==> src/rtl/mem_bus_arbiter.sv <==
// Two-master bus arbiter: instruction fetch and data access share one bus,
// with a bounded data-grant streak and a per-transaction ack timeout.
module mem_bus_arbiter #(
   parameter int unsigned MEM_STREAK_MAX = 4,
   parameter int unsigned TIMEOUT        = 255
) (
   input  logic        clk,
   input  logic        rst,
   input  logic        if_req,
   input  logic [31:0] if_addr,
   output logic [31:0] if_rdata,
   output logic        if_ack,
   input  logic        mem_req,
   input  logic        mem_we,
   input  logic [3:0]  mem_sel,
   input  logic [31:0] mem_addr,
   input  logic [31:0] mem_wdata,
   output logic [31:0] mem_rdata,
   output logic        mem_ack,
   output logic        stallreq_if,
   output logic        stallreq_mem,
   output logic        bus_cyc,
   output logic        bus_stb,
   output logic        bus_we,
   output logic [3:0]  bus_sel,
   output logic [31:0] bus_addr,
   output logic [31:0] bus_wdata,
   input  logic [31:0] bus_rdata,
   input  logic        bus_ack,
   output logic        bus_err
);

   localparam int unsigned SW = $clog2(MEM_STREAK_MAX + 1);

   typedef enum logic [1:0] {IDLE, BUS_IF, BUS_MEM} state_t;

   state_t        state, state_nxt;
   logic [SW-1:0] streak;
   logic [7:0]    to_cnt;
   logic          grant_if, grant_mem, done, abort;

   assign stallreq_if  = if_req & ~if_ack;
   assign stallreq_mem = mem_req & ~mem_ack;

   always_comb begin
      state_nxt = state;
      grant_if  = 1'b0;
      grant_mem = 1'b0;
      done      = 1'b0;
      abort     = 1'b0;
      case (state)
         IDLE: begin
            if (mem_req && !(if_req && streak == SW'(MEM_STREAK_MAX))) begin
               grant_mem = 1'b1;
               state_nxt = BUS_MEM;
            end else if (if_req) begin
               grant_if  = 1'b1;
               state_nxt = BUS_IF;
            end
         end
         BUS_IF, BUS_MEM: begin
            // an ack arriving on the final timeout cycle still wins
            if (bus_ack)
               done = 1'b1;
            else if (to_cnt == 8'(TIMEOUT - 1))
               abort = 1'b1;
            if (done || abort)
               state_nxt = IDLE;
         end
         default: state_nxt = IDLE;
      endcase
   end

   always_ff @(posedge clk or negedge rst) begin
      if (!rst)
         state <= IDLE;
      else
         state <= state_nxt;
   end

   always_ff @(posedge clk or negedge rst) begin
      if (!rst) begin
         streak    <= '0;
         to_cnt    <= '0;
         bus_cyc   <= 1'b0;
         bus_stb   <= 1'b0;
         bus_we    <= 1'b0;
         bus_sel   <= '0;
         bus_addr  <= '0;
         bus_wdata <= '0;
         bus_err   <= 1'b0;
         if_ack    <= 1'b0;
         if_rdata  <= '0;
         mem_ack   <= 1'b0;
         mem_rdata <= '0;
      end else begin
         if_ack  <= 1'b0;
         mem_ack <= 1'b0;
         bus_err <= 1'b0;
         if (grant_mem) begin
            bus_addr  <= mem_addr;
            bus_we    <= mem_we;
            bus_sel   <= mem_sel;
            bus_wdata <= mem_wdata;
            bus_cyc   <= 1'b1;
            bus_stb   <= 1'b1;
            to_cnt    <= '0;
            // grant rule keeps streak below the cap whenever if_req is set
            streak    <= if_req ? streak + SW'(1) : '0;
         end
         if (grant_if) begin
            bus_addr  <= if_addr;
            bus_we    <= 1'b0;
            bus_sel   <= '1;
            bus_wdata <= '0;
            bus_cyc   <= 1'b1;
            bus_stb   <= 1'b1;
            to_cnt    <= '0;
            streak    <= '0;
         end
         if (state != IDLE) begin
            if (done || abort) begin
               bus_cyc <= 1'b0;
               bus_stb <= 1'b0;
               bus_we  <= 1'b0;
               bus_err <= abort;
               if (state == BUS_IF) begin
                  if_ack   <= 1'b1;
                  if_rdata <= done ? bus_rdata : '0;
               end else begin
                  mem_ack   <= 1'b1;
                  mem_rdata <= (done && !bus_we) ? bus_rdata : '0;
               end
            end else begin
               to_cnt <= to_cnt + 8'd1;
            end
         end
      end
   end

endmodule

==> config.mk <==
export PLATFORM = sky130hd
export DESIGN_NAME = mem_bus_arbiter
export DESIGN_NICKNAME = d
export VERILOG_FILES = /design/src/rtl/mem_bus_arbiter.sv
export SDC_FILE = /design/constraint.sdc
export NUM_CORES = 1
export LEC_CHECK = 0
export CORE_AREA = 2 2 107 109
export DETAILED_ROUTE_END_ITERATION = 7
export DIE_AREA = 0 0 109 111
export DONT_BUFFER_PORTS = 1
export GPL_ROUTABILITY_DRIVEN = 0
export PLACE_DENSITY = 0.7
export SYNTH_ARGS = -nofsm -noshare
export SYNTH_HDL_FRONTEND = slang
export SYNTH_SLANG_ARGS = --single-unit
export TNS_END_PERCENT = 50
==> constraint.sdc <==
create_clock -name clk -period 5.3 [get_ports clk]
set_clock_uncertainty 0.1 [all_clocks]
set_input_delay 1.06 -clock clk [delete_from_list [all_inputs] [get_ports clk]]
set_output_delay 1.06 -clock clk [all_outputs]
set_load 0.01 [all_outputs]
==> flow_summary.yaml <==
outcome:
  status: "completed"
die:
  ioPinCount: 278
  dieArea_um2: 12100
  coreArea_um2: 11100
  initial_core_util_pct: 54.4
  dieWidth_um: 109
  fp-row-count: 39
  fp.dieH_um: 111
sta:
  finalCritPeriodShare_pct: 52.1
  setup_violations: 0
  final_max_slew_viol_count: 0
  hold_viol: 0
  relSlewSlack_pct: 23.3
  setup_tns_ns: 0
  period_needed_ns: 2.76
  tightest_slew_ns: 1.15
  fmax_ghz: 0.362
  grt_setup_unrepaired: "no"
finish:
  nFillCells: 865
  utilization_pct: 60.4
  layout-drive-gt1-share_pct: 9.53
  final_cell_count_no_fill: 615
  area_delta_synth_final_pct: 11.1
  final_nets: 603
  n_antenna_cell: 0
clocking:
  ctsHoldBuffers: 0
  tritoncts: "done"
  post_cts_buffers: 0
  cts_buffers: 17
  clockBufferDepth: 2
  clock-sinks: 151
  htreeDepth: 4
  cts_root_buffer: "clkbuf_16"
  clkTransAtPathRegs_ns: 0.06
  clk_latency_ns: 0.41
  cts_resized: 0
drt:
  drt_iter0_drc: 232
  drtPass1Iterations: 4
  wl_per_cell_um: 22.1
  wl_um: 13600
  drc_errors: 0
  vias: 3828
  ant_nets: 0
  viasPerCell: 6.22
worst_setup_path:
  cp_top_family: "compound AO/OA/AOI/OAI gates"
  cp.arrival_ns: 2.92
  critPathMaxFanout: 47
  path_cells: "inv_1 > ha_1 > nand2_1 > a31oi_4 > buf_12 > mux2i_1 > o21ai_0"
  worst_setup_path_end_kind: "register"
  reg2reg_depth: 7
  cp.depth: 7
  slowest_stage: "a31oi_4"
  regToRegSetupSlack_ns: 2.54
  cp_num_buf_inv: 2
  crit_type: "reg -> reg"
  max_stage_delay_ns: 0.91
  required_ns: 5.46
  start_kind: "register"
global_route:
  grt_usage_pct: 22.9
  grt_pass1_vias: 4029
  overflow: 0
  antenna_found_initial: 0
  grt_first_pass_wirelength_um: 21200
  grt_max_degree: 152
power:
  irDropWorstVdd_mv: 0.286
  switching_share_pct: 35.7
  combPwrFrac_pct: 21.4
  power.switching_mw: 1.56
  p_seq_share_pct: 51.1
  p_int_mw: 2.81
  p_leak_nw: 3.09
  p_per_area_nw_per_um2: 653
  p_clk_share_pct: 27.5
synthesis:
  synth_ff_type: "dfrtp_1"
  synth-seq-area-share_pct: 62.8
  ys_warn_count: 0
  synth-edff-count: 0
  async_reset_ff_share_pct: 100
  synth_cell_types: 39
  syn-cell-area_um2: 6020
  synth_xor_area_share_pct: 0.145
  synth_seq_cells: 151
  synth_compound_area_share_pct: 19.1
  synthAdderAreaFrac_pct: 1.25
  synth_top_area_share_pct: 62.8
  muxShareOfSynthArea_pct: 6.34
  synth_nets: 613
  syn_avg_cell_area_um2: 12.8
  synth-simple-area-share_pct: 6.46
  syn_inst: 469
  synthTopCellsByArea: "dfrtp_1 63%, a22o_1 14%, mux2i_1 6.2%"
  yosysTopAreaCell: "dfrtp_1"
  synth_top_family_by_area: "compound AO/OA/AOI/OAI gates"
placement:
  port_buffers: 0
  placed_cells: 583
  dp_hpwl_um: 9250
flow_run:
  drv_cap: 0
min_path:
  hp-class: "in -> async"
==> synthesized netlist by cell type, types with 2 or more instances <==
library cell	instances
a21oi_1	4
nand2_1	54
inv_1	11
nor2_1	2
buf_6	7
a31oi_1	2
buf_1	3
nand3_1	6
o2bb2ai_1	2
dfrtp_1	151
a22oi_1	4
a22o_1	97
mux2i_1	37
nor2b_1	2
nand4_1	5
buf_2	14
o21ai_0	31
nor3_1	3
ha_1	6
clkbuf_1	8
o21ai_1	2
==> area by class of cell <==
class	count	area [µm²]	area share [%]
flip-flops and latches	151	3780	56.5
clock buffers	18	439	6.57
repair buffers	4	42.5	0.636
inverters	11	41.3	0.618
clock inverters	14	159	2.38
multi-input cells	274	2050	30.6
well taps	143	179	2.68
==> layout by cell type (no fill, tap or decap), types with 2 or more instances in the layout <==
master,instances
nand2_1,54
o21ai_0,30
ha_1,6
inv_6,6
a22oi_1,4
nand3_1,6
bufinv_16,2
nand4_1,5
inv_1,11
clkbuf_16,17
dfrtp_1,151
clkinv_4,2
nor2_1,2
buf_4,3
clkinv_2,2
mux2i_1,37
nor2b_1,2
o2bb2ai_1,2
nor3_1,3
o21ai_1,2
a21oi_1,3
a22o_1,97
==> per-layer routing <==
metal / track usage (%) / routed length, µm / vias up
met5: 0 / 0 / -
met4: 9.15 / 257 / 0
met3: 8.29 / 1180 / 17
met2: 36.9 / 6840 / 200
met1: 27.8 / 5340 / 1906
li1: - / - / 1705
==> power groups by stage <==
| stage | registers [mW] | logic [mW] | clock network [mW] |
|---|---|---|---|
| 5_1_grt | 2.29 | 1.05 | 1.28 |
| 6_report | 2.23 | 0.935 | 1.20 |
| 3_3_place_gp | 2.25 | 0.894 | 0 |
| 2_1_floorplan | 2.11 | 0.802 | 0 |
| 4_1_cts | 2.24 | 0.949 | 1.23 |
| 3_5_place_dp | 2.24 | 0.953 | 0 |
==> metrics by stage <==
| step | power [mW] | area (µm²) | hold WS, ns | setup slack, ns |
|---|---|---|---|---|
| after detailed placement | 3.19 | 6090 | 0.403 | 2.33 |
| after global routing | 4.62 | 6690 | 0.218 | 2.24 |
| after CTS | 4.41 | 6690 | 0.227 | 2.52 |
| after floorplan | 2.91 | 6020 | 0.373 | 2.71 |
| after global placement | 3.14 | 6090 | 0.395 | 2.41 |
| final | 4.37 | 6690 | 0.245 | 2.54 |
==> worst paths after layout <==
| kind | to | startpoint |
|---|---|---|
| worst max-delay path | bus_addr[2] | state[1] |
| worst min-delay path | bus_wdata[31] | rst |
| worst max register to register | bus_addr[2] | state[1] |
| worst min register to register | state[1] | state[1] |
| max in group asynchronous | if_rdata[16] | rst |
| min in group clk | state[1] | state[1] |
==> cell families after synthesis <==
group	Yosys count
buffers and inverters	44
flip-flops	151
XOR/XNOR	1
adder cells (fa/ha/maj)	6
AO/OA/AOI/OAI	148
multiplexers	38
AND/OR/NAND/NOR	81
==> state kept, by name, summed over array words and instances, names as in the netlist, 2 cells and up <==
register and flops:
bus_addr 32, bus_wdata 32, if_rdata 32, mem_rdata 32
to_cnt 8, bus_sel 4, streak 3, state 2
Note: power is estimated with default switching activity, not from simulation.
